**config.mk**
```make
export PLATFORM = sky130hd
export DESIGN_NAME = vga_rect_compositor
export DESIGN_NICKNAME = d
export VERILOG_FILES = /design/src/rtl/vga_pkg.sv /design/src/rtl/vga_rect_hit.sv /design/src/rtl/vga_rect_compositor.sv
export SDC_FILE = /design/constraint.sdc
export NUM_CORES = 1
export LEC_CHECK = 0
export CELL_PAD_IN_SITES_DETAIL_PLACEMENT = 0
export CELL_PAD_IN_SITES_GLOBAL_PLACEMENT = 1
export CORE_MARGIN = 8
export CORE_UTILIZATION = 38
export DETAILED_ROUTE_END_ITERATION = 10
export MAX_ROUTING_LAYER = met4
export PLACE_DENSITY = 0.64
export SLEW_MARGIN = 20
export SYNTH_ARGS = -nofsm -noshare
export SYNTH_HDL_FRONTEND = slang
export SYNTH_HIERARCHICAL = 1
export SYNTH_SLANG_ARGS = --single-unit
```
**constraint.sdc**
```tcl
create_clock -name clk -period 13.3 [get_ports clk]
set_input_delay 1.995 -clock clk [delete_from_list [all_inputs] [get_ports clk]]
set_output_delay 1.995 -clock clk [all_outputs]
set_load 0.005 [all_outputs]
```
**src/rtl/vga_pkg.sv**
```systemverilog
// Shared definitions for the VGA rectangle compositor.
// Write-field selector encodings and RGB packing helper ({R,G,B}, R in MSBs).
package vga_pkg;

    typedef enum logic [1:0] {
        SEL_P0   = 2'd0,
        SEL_P1   = 2'd1,
        SEL_COL  = 2'd2,
        SEL_NONE = 2'd3
    } wr_sel_e;

    function automatic int rgb_w(input int color_w);
        return 3 * color_w;
    endfunction

endpackage

```
**src/rtl/vga_rect_hit.sv**
```systemverilog
// Combinational inclusive hit test of pixel (x,y) against one rectangle.
// Ports: x/y pixel, x0/y0 and x1/y1 corners, en, hit out.
module vga_rect_hit #(
    parameter int COORD_W = 10
) (
    input  logic [COORD_W-1:0] x,
    input  logic [COORD_W-1:0] y,
    input  logic [COORD_W-1:0] x0,
    input  logic [COORD_W-1:0] y0,
    input  logic [COORD_W-1:0] x1,
    input  logic [COORD_W-1:0] y1,
    input  logic               en,
    output logic               hit
);

    // Inverted corners fail one of the two bound tests, so they never hit.
    assign hit = en
               && (x0 <= x) && (x <= x1)
               && (y0 <= y) && (y <= y1);

endmodule

```
**src/rtl/vga_rect_compositor.sv**
```systemverilog
// Multi-rectangle overlay: double-buffered table, 2-stage RGB pipeline, HS/VS delay.
// Ports: clk/rst, x/y/hs_in/vs_in, wr_* shadow writes, HS/VS/RED/GREEN/BLUE, pending.
module vga_rect_compositor
    import vga_pkg::*;
#(
    parameter int N_RECT   = 4,
    parameter int COORD_W  = 10,
    parameter int COLOR_W  = 4,
    parameter int H_ACTIVE = 640,
    parameter int V_ACTIVE = 480,
    parameter logic [3*COLOR_W-1:0] BG_RGB = '0,
    localparam int IDX_W   = (N_RECT > 1) ? $clog2(N_RECT) : 1
) (
    input  logic                 clk,
    input  logic                 rst,
    input  logic [COORD_W-1:0]   x,
    input  logic [COORD_W-1:0]   y,
    input  logic                 hs_in,
    input  logic                 vs_in,
    input  logic                 wr_en,
    input  logic [IDX_W-1:0]     wr_idx,
    input  logic [1:0]           wr_sel,
    input  logic [2*COORD_W-1:0] wr_data,
    output logic                 HS,
    output logic                 VS,
    output logic [COLOR_W-1:0]   RED,
    output logic [COLOR_W-1:0]   GREEN,
    output logic [COLOR_W-1:0]   BLUE,
    output logic                 pending
);

    localparam int CW     = rgb_w(COLOR_W);
    localparam int EN_BIT = (CW < 2*COORD_W) ? CW : 2*COORD_W - 1;
    localparam logic [IDX_W:0]   N_LIM = N_RECT[IDX_W:0];
    localparam logic [COORD_W:0] H_LIM = H_ACTIVE[COORD_W:0];
    localparam logic [COORD_W:0] V_LIM = V_ACTIVE[COORD_W:0];

    if (CW > 2*COORD_W) begin : g_bad_width
        $error("colour field 3*COLOR_W does not fit in 2*COORD_W");
    end

    logic [COORD_W-1:0] sh_x0  [N_RECT];
    logic [COORD_W-1:0] sh_y0  [N_RECT];
    logic [COORD_W-1:0] sh_x1  [N_RECT];
    logic [COORD_W-1:0] sh_y1  [N_RECT];
    logic               sh_en  [N_RECT];
    logic [CW-1:0]      sh_col [N_RECT];

    logic [COORD_W-1:0] act_x0  [N_RECT];
    logic [COORD_W-1:0] act_y0  [N_RECT];
    logic [COORD_W-1:0] act_x1  [N_RECT];
    logic [COORD_W-1:0] act_y1  [N_RECT];
    logic               act_en  [N_RECT];
    logic [CW-1:0]      act_col [N_RECT];

    logic [N_RECT-1:0] hit_c;
    logic [N_RECT-1:0] hit_q;
    logic              vis_q;
    logic              hs_d1;
    logic              vs_d1;
    logic [CW-1:0]     col_pix;
    logic [CW-1:0]     rgb_q;
    logic              tick;
    logic              wr_ok;

    // vs_d1 doubles as the registered vs_in for falling-edge detection.
    assign tick  = vs_d1 & ~vs_in;
    assign wr_ok = wr_en
                && ({1'b0, wr_idx} < N_LIM)
                && (wr_sel != SEL_NONE);

    always_ff @(posedge clk or posedge rst) begin
        if (rst) begin
            for (int i = 0; i < N_RECT; i++) begin
                sh_x0[i]  <= '0;
                sh_y0[i]  <= '0;
                sh_x1[i]  <= '0;
                sh_y1[i]  <= '0;
                sh_en[i]  <= 1'b0;
                sh_col[i] <= '0;
            end
            pending <= 1'b0;
        end else begin
            if (wr_ok) begin
                unique case (wr_sel_e'(wr_sel))
                    SEL_P0: begin
                        sh_x0[wr_idx] <= wr_data[2*COORD_W-1:COORD_W];
                        sh_y0[wr_idx] <= wr_data[COORD_W-1:0];
                    end
                    SEL_P1: begin
                        sh_x1[wr_idx] <= wr_data[2*COORD_W-1:COORD_W];
                        sh_y1[wr_idx] <= wr_data[COORD_W-1:0];
                    end
                    SEL_COL: begin
                        sh_en[wr_idx]  <= wr_data[EN_BIT];
                        sh_col[wr_idx] <= wr_data[CW-1:0];
                    end
                    default: ;
                endcase
            end
            // A write on the tick cycle wins: it missed this frame's copy.
            if (wr_ok)
                pending <= 1'b1;
            else if (tick)
                pending <= 1'b0;
        end
    end

    always_ff @(posedge clk or posedge rst) begin
        if (rst) begin
            for (int i = 0; i < N_RECT; i++) begin
                act_x0[i]  <= '0;
                act_y0[i]  <= '0;
                act_x1[i]  <= '0;
                act_y1[i]  <= '0;
                act_en[i]  <= 1'b0;
                act_col[i] <= '0;
            end
        end else if (tick) begin
            for (int i = 0; i < N_RECT; i++) begin
                act_x0[i]  <= sh_x0[i];
                act_y0[i]  <= sh_y0[i];
                act_x1[i]  <= sh_x1[i];
                act_y1[i]  <= sh_y1[i];
                act_en[i]  <= sh_en[i];
                act_col[i] <= sh_col[i];
            end
        end
    end

    for (genvar i = 0; i < N_RECT; i++) begin : g_rect
        vga_rect_hit #(
            .COORD_W(COORD_W)
        ) u_hit (
            .x  (x),
            .y  (y),
            .x0 (act_x0[i]),
            .y0 (act_y0[i]),
            .x1 (act_x1[i]),
            .y1 (act_y1[i]),
            .en (act_en[i]),
            .hit(hit_c[i])
        );
    end

    always_ff @(posedge clk or posedge rst) begin
        if (rst) begin
            hit_q <= '0;
            vis_q <= 1'b0;
            hs_d1 <= 1'b1;
            vs_d1 <= 1'b1;
        end else begin
            hit_q <= hit_c;
            vis_q <= ({1'b0, x} < H_LIM) && ({1'b0, y} < V_LIM);
            hs_d1 <= hs_in;
            vs_d1 <= vs_in;
        end
    end

    // Walk from lowest priority up so index 0 is applied last and wins.
    always_comb begin
        col_pix = BG_RGB;
        for (int i = N_RECT - 1; i >= 0; i--) begin
            if (hit_q[i])
                col_pix = act_col[i];
        end
        if (!vis_q)
            col_pix = '0;
    end

    always_ff @(posedge clk or posedge rst) begin
        if (rst) begin
            rgb_q <= '0;
            HS    <= 1'b1;
            VS    <= 1'b1;
        end else begin
            rgb_q <= col_pix;
            HS    <= hs_d1;
            VS    <= vs_d1;
        end
    end

    assign RED   = rgb_q[CW-1 -: COLOR_W];
    assign GREEN = rgb_q[2*COLOR_W-1 -: COLOR_W];
    assign BLUE  = rgb_q[COLOR_W-1:0];

endmodule
```
# Word level (Yosys, flattened, before mapping)
# Index checks and enable logic that the tools add are counted.
[totals] register_bits=446 output_inout_bits=15 word_cells=125
[op_classes] n_lt_le_gt_ge=20 eq_ne=3 n_mux=19 n_bitwise=3 n_reduce_logical=24
[ops] cell="$bwmux 40" count=4
[ops] cell="$le 10x10->1" count=16
[ops] cell="$mux 12" count=6
[ops] cell="$bwmux 48" count=1
[ops] cell="$demux 12 s2" count=1
[ops] cell="$demux 10 s2" count=1
[ops] cell="$logic_and 1x1->1" count=19
[ops] cell="$lt 10x10->1 const B" count=1
[ops] cell="$lt 10x9->1 const B" count=1
[ops] cell="$mux 10" count=1
[ops] cell="$reduce_and 2->1" count=3
[ops] cell="$bwmux 4" count=1
[ops] cell="$ge 3x3->1 const B" count=1
[ops] cell="$lt 3x1->1 const B" count=1
[ops] cell="$mux 1" count=3
[ops] cell="$not 2->3" count=1
[ops] cell="$demux 1 s2" count=1
[ops] cell="$eq 2x1->1 const B" count=1
[ops] cell="$eq 2x2->1 const B" count=1
[ops] cell="$logic_not 2->1" count=1
[ops] cell="$ne 2x2->1 const B" count=1
[ops] cell="$reduce_bool 2->1" count=1
[ops] cell="$and 1x1->1" count=1
[ops] cell="$not 1->1" count=1

# Longest topological paths before layout
[depth] ltp_word=6 ltp_mapped=7 ltp_nobuf=7

# Modules after synthesis
# The synthesis kept the hierarchy.
[modules_own_cells] module="vga_rect_compositor" instances=1 cells_per_inst=1012 area_per_inst_um2=16691.0 seq_area_each_um2=11165.7
[modules_own_cells] module="vga_rect_hit" instances=4 cells_per_inst=146 area_per_inst_um2=1036.0 seq_area_each_um2=0.0

# Least setup slack after synthesis
# No wires, ideal clock.
[synth_path] path_type="input to register" start="input x[5]" end="register hit_q[0]" setup_time_ns=0.111 arrival_ns=3.244 t_required_ns=13.189 slack_ns=9.945 stages=6 path_buffers=0 path_cell_list="ha_1 -> a21oi_2 -> o21ai_1 -> a2111oi_2 -> o22ai_1 -> a2111oi_2"
[synth_via] elab_chain_cells=5 elab_cells_between_ends=6 classes_between="order compare: 2; reduce/logical: 4"
[synth_lines] item="start: declaration" line="vga_rect_compositor.sv:16" text="input logic [COORD_W-1:0] x,"
[synth_lines] item="$le 10x10->1" line="vga_rect_hit.sv:18" text="&& (x0 <= x) && (x <= x1)"
[synth_lines] item="$logic_and 1x1->1" line="vga_rect_hit.sv:18"
[synth_lines] item="$logic_and 1x1->1 (*)" line="vga_rect_hit.sv:18"
[synth_lines] item="$logic_and 1x1->1 (*) (2 in a row)" line="vga_rect_hit.sv:19" text="&& (y0 <= y) && (y <= y1);"
[synth_lines] item="via hit_c[0]" line="vga_rect_compositor.sv:56" text="logic [N_RECT-1:0] hit_c;"
[synth_lines] item="end signal: assignment" line="vga_rect_compositor.sv:153" text="hit_q <= hit_c;"
[synth_lines] item="end: declaration" line="vga_rect_compositor.sv:57" text="logic [N_RECT-1:0] hit_q;"
# Mark *: on every way through the listed nets, which the timed path passes. The rest lies on a longest branch.
# A chain may end at the register's enable or synchronous reset.

# Worst setup path in the final report
[layout_path] start="input x[9]" end="register hit_q[0]"
# Same word-level chain as after synthesis.

==> flow_metrics.tcl <==
set metrics [dict create \
    synthTopCellsByCount "dfrtp_1, mux2_2, inv_1" \
    hp-class "flop to flop" \
    areaGrowthSynthToFinish_pct 14.5 \
    fp.dieArea_mm2 0.0626 \
    synth_compound_area_frac 0.0530 \
    rsz0062_at_grt "no" \
    routed_via_density 5.11 \
    cts-resized-gates 0 \
    drt-initial-drc-count 660 \
    wire_per_inst_um 21.2 \
    cts.sinks 446 \
    muxShareOfSynthArea 0.229 \
    synth_seq_cells 446 \
    nNetsFinal 1872 \
    drv_cap 0 \
    r2r_end "act_x0[4]" \
    track_usage 0.170 \
    synth-simple-area-share 0.0372 \
    synth_enable_flop_cells 0 \
    grt_overflow_total 0 \
    core_region_area_mm2 0.0547 \
    synth_top_area_cell "dfrtp_1" \
    crit_path_cell_trace "clkdlybuf4s50_1, ha_1, nand4_1, a211oi_1, a2111oi_2, o22ai_1, a2111oi_2" \
    seq_area_frac_synth 0.536 \
    grt_pass1_vias 13201 \
    power_density_mw_per_mm2 175 \
    fp.dieH_um 250 \
    worst-path-buf-inv 1 \
    initial_core_util 0.381 \
    slew_headroom 0.275 \
    async_reset_ff_frac 1.00 \
    vdd_ir_drop_max_uv 98.0 \
    dr.pass1.iters 4 \
    skew_ps 12.2 \
    htree_levels 2 \
    wl_met2_mm 24.6 \
    synth.area.top_cells "dfrtp_1, mux2_2, ha_1, inv_1, a211oi_1" \
    hold_buffers 0 \
    core.rowCount 86 \
    tightestPinTransition_ps 1090 \
    met3_length_mm 2.25 \
    synth_nets 1805 \
    antenna_found_initial 6 \
    routabilityCongestion 0.766 \
    ios 64 \
    setup_viol 0 \
    p_leak_nw 11.2 \
    synthCells 1596 \
    crit_fanout 9 \
    place_hpwl_mm 33.2 \
    hold_violations 0 \
    netlist_area_mm2 0.0208 \
    rrSetupSlack_ps 10880 \
    drive_above_1_share 0.317 \
    hold_end "HS" \
    yosys.area_share.adder 0.0961 \
    whs_path_depth 0 \
    maxSlewViolCount 0 \
    cts_root_buffer "clkbuf_16" \
    required_ps 13780 \
    synth_top_family_by_area "multiplexers" \
    cts_buffers 51 \
    clockBufferDepth 3 \
    grt_pass1_wl_mm 79.5 \
    cts_tree "built" \
    synthFlopType "dfrtp_1" \
    die_w_um 250 \
    end_kind "flop" \
    postCtsSetupBuffers 0 \
    path_clk_slew_ps 60 \
    r2r_start "vs_d1" \
    r2r_cells 3 \
    top_layer "met4" \
    slowest_stage "clkdlybuf4s50_1" \
    yosys_warnings 6 \
    cp_common_cell "a2111oi_2" \
    route.detailed.drc 0 \
    ys_types 33 \
    postLayoutCoreUtil 0.436 \
    port_buffers 63 \
    max_freq_mhz 236 \
    min-delay-start "hs_d1" \
    wl_met1_mm 22.9 \
    cp-start-kind "primary input" \
    synth-xor-area-share 0 \
    clk_latency_ps 580 \
    cpPeakStageDelay_ps 880 \
    setup_tns_ps 0 \
    timing.final.crit_period_ps 4240 \
    path_class "primary input to flop" \
    grt_max_degree 191 \
    avgSynthCellArea_um2 13.1 \
    period_share 0.319 \
    synth_most_common_cell "dfrtp_1" \
    critical_path_arrival_ps 4720 \
    crit_family "compound AO/OA/AOI/OAI gates" \
    ant_nets 0 \
    yosysTopAreaCellShare 0.531 \
    vias 12287 \
    drt-total-wl_mm 51.0 \
    status "completed" \
]
power by group:
| group | internal (mW) | leakage (nW) | switching [mW] |
|---|---|---|---|
| logic | 0.473 | 4.90 | 0.414 |
| registers | 1.72 | 5.50 | 0.188 |
| clock network | 0.826 | 0.794 | 0.549 |
how the worst max path moves through the flow:
stage | end | startpoint | depth (start not counted) | slack (ps)
6_report | hit_q[0] | x[9] | 7 | 9060
4_1_cts | hit_q[0] | x[9] | 7 | 9030
3_3_place_gp | hit_q[0] | x[9] | 7 | 8400
2_1_floorplan | act_col[0] | rst | 1 | 5280
5_1_grt | hit_q[0] | x[9] | 7 | 8940
3_5_place_dp | hit_q[0] | x[9] | 7 | 8400
sequential cells by signal, summed over array words and instances, names as in the netlist:
register,cells
HS,1
VS,1
act_col,48
act_en,4
act_x0,40
act_x1,40
act_y0,40
act_y1,40
hit_q,4
hs_d1,1
pending,1
rgb_q,12
sh_col,48
sh_en,4
sh_x0,40
sh_x1,40
sh_y0,40
sh_y1,40
vis_q,1
vs_d1,1
cell type report:
| type | count | area (um2) |
|---|---|---|
| clock buffer | 77 | 1490 |
| timing repair buffer | 77 | 783 |
| multi-input combinational | 897 | 8670 |
| clock inverter | 10 | 134 |
| inverter | 190 | 717 |
| sequential | 446 | 11200 |
| fill | 5120 | 30800 |
| antenna | 4 | 10.0 |
| tap | 704 | 881 |
layer usage:
layer / global-route usage / vias up
li1: - / 5733
met1: 0.212 / 6326
met2: 0.282 / 153
met3: 0.0345 / 75
met4: 0.0446 / 0
met5: - / -
logic make-up after synthesis:
group                    after synthesis
AO/OA/AOI/OAI                        162
adder cells (fa/ha/maj)              160
buffers and inverters                253
flip-flops                           446
multiplexers                         424
AND/OR/NAND/NOR                      151
stage by stage:
stage	instance area, um2	std cells	worst slack (ps)	power (mW)	hold slack [ps]
6_report	23900	2405	9060	4.17	359
4_1_cts	23800	2400	9030	4.23	358
3_5_place_dp	22200	2313	8400	2.83	349
5_1_grt	23900	2405	8940	4.44	368
2_1_floorplan	20800	1596	5280	2.55	345
3_3_place_gp	22200	2313	8400	2.79	346
placed cells by master (no fill, tap or decap), types with 6 or more instances in the layout:
master / Yosys / routed
nand2_1: 42 / 42
nor2_1: 21 / 18
a211oi_1: 32 / 32
inv_1: 190 / 189
a221oi_1: 12 / 12
dfrtp_1: 442 / 442
clkbuf_16: 0 / 51
ha_1: 160 / 160
a2111oi_2: 8 / 8
nand2b_1: 19 / 18
nor2b_1: 6 / 6
buf_4: 4 / 10
nor3_1: 12 / 12
clkbuf_8: 0 / 12
mux2_2: 420 / 420
nand4_1: 33 / 33
o21bai_1: 8 / 8
o21ai_0: 45 / 45
nor2_2: 3 / 6
a21o_1: 12 / 12
a21oi_1: 28 / 28
nand3_1: 6 / 6
clkbuf_1: 20 / 14
clkdlybuf4s50_1: 0 / 61
No activity file was read; power rests on OpenSTA's default activity.
